==> config.mk <==
export PLATFORM = sky130hd
export DESIGN_NAME = wormhole_alloc
export DESIGN_NICKNAME = d
export VERILOG_FILES = /design/src/rtl/wormhole_alloc.sv
export SDC_FILE = /design/constraint.sdc
export NUM_CORES = 1
export LEC_CHECK = 0
export ABC_AREA = 1
export CAP_MARGIN = 20
export CORE_MARGIN = 2
export CORE_UTILIZATION = 33
export DETAILED_ROUTE_END_ITERATION = 6
export GPL_ROUTABILITY_DRIVEN = 0
export GPL_TIMING_DRIVEN = 1
export SYNTH_ARGS = -nofsm -noshare
export SYNTH_HDL_FRONTEND = slang
export SYNTH_SLANG_ARGS = --single-unit
==> constraint.sdc <==
create_clock -name clk -period 3.19 [get_ports clk]
set_input_delay 0.638 -clock clk [delete_from_list [all_inputs] [get_ports clk]]
set_output_delay 0.638 -clock clk [all_outputs]
set_load 0.03 [all_outputs]
==> src/rtl/wormhole_alloc.sv <==
// Per-output wormhole switch allocator: round-robin head arbitration per output,
// with each output held by its winning input until that input's tail flit transfers.
module wormhole_alloc #(
  parameter  int PORTS = 4,
  localparam int LOG   = $clog2(PORTS)
) (
  input  logic             clk,
  input  logic             rst,
  input  logic [PORTS-1:0] req_valid,
  input  logic [LOG-1:0]   req_dest [PORTS],
  input  logic [PORTS-1:0] req_last,
  input  logic [PORTS-1:0] out_ready,
  output logic [PORTS-1:0] grant,
  output logic [LOG-1:0]   sel [PORTS],
  output logic [PORTS-1:0] sel_valid,
  output logic [PORTS-1:0] locked
);

  logic [PORTS-1:0] lock_q;
  logic [LOG-1:0]   owner_q [PORTS];
  logic [LOG-1:0]   ptr_q [PORTS];
  logic [PORTS-1:0] in_lock_q;
  logic [LOG-1:0]   in_out_q [PORTS];

  logic [LOG-1:0]   eff_dest [PORTS];
  logic [PORTS-1:0] xfer;

  always_comb begin
    for (int i = 0; i < PORTS; i++) begin
      eff_dest[i] = in_lock_q[i] ? in_out_q[i] : req_dest[i];
    end
  end

  // The round-robin scan runs from the far end back toward ptr so that the
  // last match written is the first candidate in priority order.
  always_comb begin
    logic [LOG:0]   sum;
    logic [LOG-1:0] idx;
    grant     = '0;
    sel_valid = '0;
    xfer      = '0;
    sum       = '0;
    idx       = '0;
    for (int o = 0; o < PORTS; o++) begin
      sel[o] = '0;
    end
    if (!rst) begin
      for (int o = 0; o < PORTS; o++) begin
        if (lock_q[o]) begin
          sel[o]       = owner_q[o];
          sel_valid[o] = req_valid[owner_q[o]];
        end else begin
          for (int k = PORTS - 1; k >= 0; k--) begin
            sum = {1'b0, ptr_q[o]} + (LOG+1)'(k);
            if (sum >= (LOG+1)'(PORTS)) begin
              sum = sum - (LOG+1)'(PORTS);
            end
            idx = sum[LOG-1:0];
            if (req_valid[idx] && !in_lock_q[idx] && eff_dest[idx] == LOG'(o)) begin
              sel[o]       = idx;
              sel_valid[o] = 1'b1;
            end
          end
        end
        xfer[o] = sel_valid[o] & out_ready[o];
        if (xfer[o]) begin
          grant[sel[o]] = 1'b1;
        end
      end
    end
  end

  always_ff @(posedge clk or posedge rst) begin
    if (rst) begin
      lock_q    <= '0;
      in_lock_q <= '0;
      for (int i = 0; i < PORTS; i++) begin
        owner_q[i]  <= '0;
        ptr_q[i]    <= '0;
        in_out_q[i] <= '0;
      end
    end else begin
      for (int o = 0; o < PORTS; o++) begin
        if (xfer[o]) begin
          if (!lock_q[o]) begin
            ptr_q[o] <= (sel[o] == LOG'(PORTS - 1)) ? '0 : sel[o] + 1'b1;
            if (!req_last[sel[o]]) begin
              lock_q[o]           <= 1'b1;
              owner_q[o]          <= sel[o];
              in_lock_q[sel[o]]   <= 1'b1;
              in_out_q[sel[o]]    <= LOG'(o);
            end
          end else if (req_last[owner_q[o]]) begin
            lock_q[o]             <= 1'b0;
            in_lock_q[owner_q[o]] <= 1'b0;
          end
        end
      end
    end
  end

  assign locked = lock_q;

endmodule

==> metrics.md, run 1 <==
| Metric | Value |
|---|---|
| Count of antenna-violating nets left after detailed routing | `0` |
| Post-detail-place hpwl | `between 10000 and 15000 microns` |
| Number of global-route vias before repair | `between 4000 and 5000` |
| Leading cell type in the layout, fill and taps excluded | `nand2_1` |
| Number of cell instances on the worst register-to-register path | `22` |
| Post-route worst setup slack | `-0.0598 ns` |
| Antenna fix cells | `0` |
| Clock insertion delay at the later pin of the skew report | `0.29 ns` |
| Number of detailed-routing iterations run before antenna repair | `7` |
| Vias post-DR | `between 5000 and 6000` |
| Critical path data arrival time | `~2.6 ns` |
| Root Buffer Master | `clkbuf_16` |
| Psw | `3010 uW` |
| Die span in x | `113 microns` |
| Data required time of the worst path | `2.55 ns` |
| Number of input and output port buffers inserted | `41` |
| Detailed-route wire length per cell | `16.4 microns` |
| Slack of the worst reg-to-reg path | `0.22 ns` |
| Worst Setup Slack post-DPL | `-0.569 ns` |
| Fraction of layout cells with a size suffix above 1 | `38.4%` |
| Count of yosys warnings during synthesis | `0` |
| Finish-stage setup viols | `4` |
| H-Tree Level Count | `2` |
| Number of antenna violations at the first check in global routing | `0` |
| Number of buffers inserted during clock tree synthesis | `5` |
| GRT Overall Usage | `24.5%` |
| Wire length of the first global-routing pass | `24800 microns` |
| Largest clock skew in the final design | `0.00676 ns` |
| Vert. Die Dim | `113 microns` |
| Worst hold margin | `0.548 ns` |
| Cell area after synthesis | `roughly 4000 sq um` |
| Max Cap Violations | `0` |
| Power density over cell area | `~940 nW/um^2` |
| Worst flop-to-flop path endpoint | `in_lock_q[1]` |
| Largest driver fanout on the critical path | `3` |
| Critical R2R Launch | `in_lock_q[0]` |
| VDD IR max | `between 200 and 300 uV` |
| Comb pwr share | `between 70 and 80%` |
| RSZ-0062 raised after global routing | `true` |
| Number of top-level pins | `between 40 and 50` |
| Cell internal pwr | `2650 uW` |
| Max_slew headroom | `62.2%` |
| GRT Residual Overflow | `0` |
| Run status | `finished with violations` |
| Number of fill cells | `1132` |
| Measured slew at the worst slew-check pin | `0.566 ns` |
| TritonCTS Sinks | `32` |
| Hold WC Path Type | `register to register` |
| Maximum clock insertion buffer count | `2` |
| Drt first-iter violations | `roughly 700` |
| Sw frac | `53.2%` |
| Start-to-end type of the worst setup path | `primary input to primary output` |
| Leakage power | `0.00303 uW` |
| Post-synthesis area per instance | `5.86 sq um` |
| Share of power burned in the clock network | `8.9%` |
| Starting utilization of the core area | `34.0%` |
| Critical Path Source | `req_valid[3]` |
| Most frequent cells in the layout | `nand2_1, buf_4, inv_1` |
| Failing checks | `design-rule violations, negative setup slack` |
| Final hold viol count | `0` |
| FF+latch count, synth | `32` |
| Achievable frequency | `308 MHz` |
| Final routed DRC violation total | `2` |
| Final Critical Period | `3.25 ns` |
| CP startpoint kind | `primary input` |
| Die ar. | `12800 sq um` |
| Overall routed net length | `16100 microns` |
| Clock edge transition at the registers on the reported setup and hold paths | `about 0.06 ns` |
| Post-synth net total | `703` |
| Critical Path Sink | `grant[0]` |
| Area of the placeable core | `about 12000 sq um` |
| Row cnt | `39` |
| Number of unique standard cell types used by synthesis | `46` |
| Power share of the sequential group | `15.5%` |
| Via-to-Cell Ratio | `5.46` |
| Largest net degree at the start of global routing | `25` |
| Portion of the post-synthesis area used by sequential elements | `~20%` |
| Area growth from synthesis to final layout | `53.6%` |
| Post-layout net count | `869` |
| TritonCTS clock tree | `built` |
| Cells after Synth | `between 600 and 700` |
| Final Max Slew Viols | `0` |
| Post-route clock period utilization | `102%` |
| Endpoint kind of the worst setup timing path | `primary output` |
-- per-layer routing --
metal	vias up	share of wire, %	global-route usage [%]
met5	-	0	0
met4	0	3.8	9.92
met3	58	8.4	3.37
met2	296	48	40.3
met1	2434	40	32.5
li1	2553	-	-
-- cells by family after synthesis --
family                   after synthesis  synth area share (%)
adder cells (fa/ha/maj)               13                  4.15
buffers and inverters                105                  10.4
AND/OR/NAND/NOR                      413                  48.5
XOR/XNOR                               5                  1.31
AO/OA/AOI/OAI                        100                  15.1
flip-flops                            32                  20.4
-- critical path, cell delays in order --
cell and delay, ns:
clkdlybuf4s15_2 0.20, buf_6 0.12, nand2_4 0.08, nand2_4 0.07
nand2_2 0.07, nor2_1 0.04, nand3_1 0.14, nand2_2 0.10
nor4_4 0.29, nand2_1 0.13, nand3_2 0.12, inv_2 0.06
nand3_2 0.05, o211ai_1 0.10, o21ai_1 0.19, inv_1 0.08
buf_6 0.14
-- synthesized netlist by cell type, drive strengths merged --
| cell type | number | area [sq um] |
|---|---|---|
| o21ai | 58 | 294 |
| o2111ai | 1 | 8.76 |
| nand3 | 80 | 465 |
| buf | 7 | 40.0 |
| nor4 | 3 | 33.8 |
| xor2 | 3 | 33.8 |
| or2 | 1 | 6.26 |
| a21oi | 15 | 93.8 |
| a22o | 1 | 8.76 |
| o21bai | 1 | 7.51 |
| nand2 | 227 | 885 |
| inv | 90 | 338 |
| clkbuf | 8 | 31.3 |
| a22oi | 1 | 7.51 |
| and3 | 1 | 6.26 |
| xnor2 | 2 | 17.5 |
| o22ai | 10 | 62.6 |
| a41oi | 1 | 8.76 |
| a31oi | 3 | 18.8 |
| o211a | 1 | 10.0 |
| and2 | 2 | 12.5 |
| dfrtp | 32 | 801 |
| o211ai | 5 | 42.5 |
| o221ai | 1 | 8.76 |
| nor2 | 57 | 244 |
| nor3 | 12 | 60.1 |
| nand4 | 30 | 188 |
| ha | 13 | 163 |
| o31ai | 2 | 20.0 |
-- power groups by stage --
stage                     clock network (uW)  logic (uW)  registers (uW)
after floorplan                            0        2130             763
after global placement                     0        3370             857
after detailed placement                   0        3410             862
after CTS                                508        3790             867
after global routing                     524        4640             903
final                                    502        4290             878
-- flip-flops by register name (all words and copies together), names as in the netlist --
signal     flops
in_lock_q      4
ptr_q          8
locked         4
in_out_q       8
owner_q        8
-- what timing repair did --
item                       in CTS  in global routing
resized for setup             106                 87
buffers inserted               18                 16
hold buffers                    0                  0
pin swaps                      44                 46
setup endpoints to repair      17                 10
-- stage by stage --
| step | std cells | instance area (sq um) | utilization, % | total power, uW | setup TNS (ns) |
|---|---|---|---|---|---|
| final | 978 | 6010 | 52.2 | 5670 | -0.120 |
| after CTS | 962 | 5650 | 49.0 | 5160 | -0.00984 |
| after global routing | 978 | 6010 | 52.2 | 6060 | -0.623 |
| after global placement | 937 | 5160 | 44.8 | 4230 | -7.75 |
| after floorplan | 668 | 3920 | - | 2890 | 0 |
| after detailed placement | 937 | 5160 | 44.8 | 4280 | -8.77 |
-- worst min path at each step --
stage / startpoint / endpoint / slack [ns] / cells after the start
after floorplan: in_out_q[7] / in_out_q[7] / 0.48 / 2
after global placement: in_out_q[7] / in_out_q[7] / 0.52 / 2
after detailed placement: in_out_q[3] / in_out_q[3] / 0.53 / 2
after CTS: in_out_q[3] / in_out_q[3] / 0.54 / 2
after global routing: in_out_q[3] / in_out_q[3] / 0.56 / 2
final: in_out_q[3] / in_out_q[3] / 0.55 / 2
-- layout make-up --
class	count	area (sq um)	area share, %
Clock buffer	6	139	2.31
Multi-Input combinational cell	531	3120	51.9
Timing Repair Buffer	174	1390	23.1
Tap cell	143	179	2.97
Clock inverter	2	10.0	0.166
Inverter	90	365	6.07
Sequential cell	32	808	13.4
Power figures use the tool's default switching activity.
==> run 2, diff against run 1 <==
--- a/config.mk
+++ b/config.mk
@@ -8,10 +8,11 @@
 export ABC_AREA = 1
 export CAP_MARGIN = 20
 export CORE_MARGIN = 2
-export CORE_UTILIZATION = 33
+export CORE_UTILIZATION = 58
 export DETAILED_ROUTE_END_ITERATION = 6
 export GPL_ROUTABILITY_DRIVEN = 0
 export GPL_TIMING_DRIVEN = 1
+export PLACE_DENSITY = 0.82
 export SYNTH_ARGS = -nofsm -noshare
 export SYNTH_HDL_FRONTEND = slang
 export SYNTH_SLANG_ARGS = --single-unit
==> metrics.md, run 2 (same netlist as run 1, synthesis figures left out) <==
| Metric | Value |
|---|---|
| Run status | `finished with violations` |
| Failing checks | `design-rule violations, negative setup slack` |
| Post-route clock period utilization | `109%` |
| Max Cap Violations | `0` |
| Count of antenna-violating nets left after detailed routing | `0` |
| Critical R2R Launch | `in_out_q[1]` |
| Leading cell type in the layout, fill and taps excluded | `nand2_1` |
| Via-to-Cell Ratio | `6.53` |
| Number of global-route vias before repair | `5165` |
| Leakage power | `0.00286 uW` |
| Number of detailed-routing iterations run before antenna repair | `7` |
| Max_slew headroom | `60.3%` |
| Endpoint kind of the worst setup timing path | `primary output` |
| Register Area | `808 sq um` |
| Hold WC Path Type | `register to register` |
| Achievable frequency | `~290 MHz` |
| Largest clock skew in the final design | `0.0133 ns` |
| Row cnt | `29` |
| Antenna fix cells | `0` |
| Measured slew at the worst slew-check pin | `0.595 ns` |
| Wire length of the first global-routing pass | `24400 microns` |
| Post-route worst setup slack | `-0.291 ns` |
| Final Critical Period | `3.48 ns` |
| Critical path data arrival time | `2.84 ns` |
| Die ar. | `7430 sq um` |
| Final hold viol count | `0` |
| Number of input and output port buffers inserted | `between 40 and 50` |
| Maximum clock insertion buffer count | `2` |
| Start-to-end type of the worst setup path | `register to primary output` |
| Vias post-DR | `5808` |
| Number of top-level pins | `42` |
| Clock edge transition at the registers on the reported setup and hold paths | `0.07 ns` |
| RSZ-0062 raised after global routing | `true` |
| VDD IR max | `620 uV` |
| Clock insertion delay at the later pin of the skew report | `roughly 0.30 ns` |
| Utilization after layout | `between 80% and 90%` |
| Final standard cell count with taps included and fillers excluded | `890` |
| Data required time of the worst path | `2.55 ns` |
| Worst hold margin | `between 0.5 and 0.6 ns` |
| Power density over cell area | `~1000 nW/um^2` |
| Largest driver fanout on the critical path | `6` |
| TritonCTS clock tree | `built` |
| Detailed-route wire length per cell | `between 15 and 20 microns` |
| Starting utilization of the core area | `61.0%` |
| Post-layout net count | `between 800 and 900` |
| Total Power Consumption | `~5500 uW` |
| Fraction of layout cells with a size suffix above 1 | `33.7%` |
| Number of fill cells | `359` |
| Critical Path Sink | `grant[0]` |
| Root Buffer Master | `clkbuf_8` |
| Largest net degree at the start of global routing | `29` |
| Number of cell instances on the worst register-to-register path | `21` |
| Finish-stage setup viols | `6` |
| GRT Residual Overflow | `0` |
| Post-detail-place hpwl | `11400 microns` |
| Final Max Slew Viols | `0` |
| Post-route design area | `5560 sq um` |
| Drt first-iter violations | `961` |
| Slack of the worst reg-to-reg path | `~0.18 ns` |
| Area of the placeable core | `6420 sq um` |
| Critical Path Source | `ptr_q[7]` |
| Final routed DRC violation total | `5` |
| Number of buffers inserted during clock tree synthesis | `5` |
| Area growth from synthesis to final layout | `42.0%` |
| Cell count after placement | `860` |
| H-Tree Level Count | `2` |
| TritonCTS Sinks | `32` |
| Overall routed net length | `17200 microns` |
| Vert. Die Dim | `between 80 and 90 microns` |
| Die span in x | `86.2 microns` |
| Largest registers | `in_out_q x8, owner_q x8, ptr_q x8` |
| Most frequent cells in the layout | `nand2_1, buf_4, nand3_1` |
| Worst flop-to-flop path endpoint | `in_lock_q[3]` |
| GRT Overall Usage | `between 40% and 50%` |
| Placed inst area | `4990 sq um` |
| CP startpoint kind | `register` |
| Number of antenna violations at the first check in global routing | `0` |
| Multi-input gate area | `2970 sq um` |
-- run 2: changes by cell type in the layout (fill, tap and decap cells not counted), sizes merged --
| cell | delta |
|---|---|
| clkinv | -5 |
| clkbuf | -1 |
| buf | -24 |
| inv | +4 |
| bufinv | +1 |
| clkinvlp | +1 |
| dlygate4sd2 | +2 |
-- run 2: worst min path at each step --
stage	startpoint	to	slack, ns	cells after the start
floorplan	in_out_q[7]	in_out_q[7]	0.48	2
finish	owner_q[6]	owner_q[6]	0.56	2
detailed placement	owner_q[6]	owner_q[6]	0.54	2
global placement	in_out_q[5]	in_out_q[5]	0.53	2
global route	in_out_q[3]	in_out_q[3]	0.60	2
CTS	owner_q[6]	owner_q[6]	0.56	2
-- run 2: layer usage --
layer | part of all wire (%) | vias up | global-route usage, % | wire length, microns
met5 | 0 | - | 0 | 0
met4 | 7.9 | 0 | 21.9 | 1360
met2 | 43 | 569 | 66.5 | 7410
met1 | 34 | 2550 | 53.2 | 5870
met3 | 15 | 189 | 8.48 | 2550
li1 | - | 2500 | - | -
-- run 2: what timing repair did --
item / 4_1_cts / 5_1_grt
hold buffers: 0 / 0
endpoints found under the setup margin: 26 / 14
buffers inserted: 15 / 8
gates cloned: 0 / 0
resized for setup: 72 / 62
pin swaps: 19 / 27
-- run 2: through the flow --
stage          TNS [ns]  worst slack, ns
2_1_floorplan         0            0.102
3_3_place_gp      -5.28           -0.447
3_5_place_dp      -9.58           -0.532
4_1_cts         -0.0342          -0.0293
5_1_grt           -2.37           -0.505
6_report          -1.11           -0.291
-- run 2: final cells by class --
cell class / instances / area share, %
repair buffers: 152 / 22.1
well taps: 77 / 1.73
clock buffers: 5 / 1.24
clock inverters: 3 / 0.832
inverters: 90 / 6.21
multi-input cells: 531 / 53.4
flip-flops and latches: 32 / 14.5
-- run 2: worst max-delay path, cell delays in order (launching register included) --
cell,delay [ns]
dfrtp_1,0.61
xor2_2,0.30
nand3_1,0.13
nor2_2,0.16
nor2_1,0.08
nand2_1,0.05
nand2_1,0.08
a21oi_1,0.17
o21ai_0,0.13
o21ai_1,0.17
inv_1,0.10
nand3_1,0.09
o211ai_1,0.11
o21ai_1,0.16
inv_1,0.07
buf_6,0.13
-- run 2: report_power, final --
group	switching, uW	leakage, uW	internal, uW
sequential	319	0.000399	580
combinational	2560	0.00241	1610
clock	188	0.0000548	236
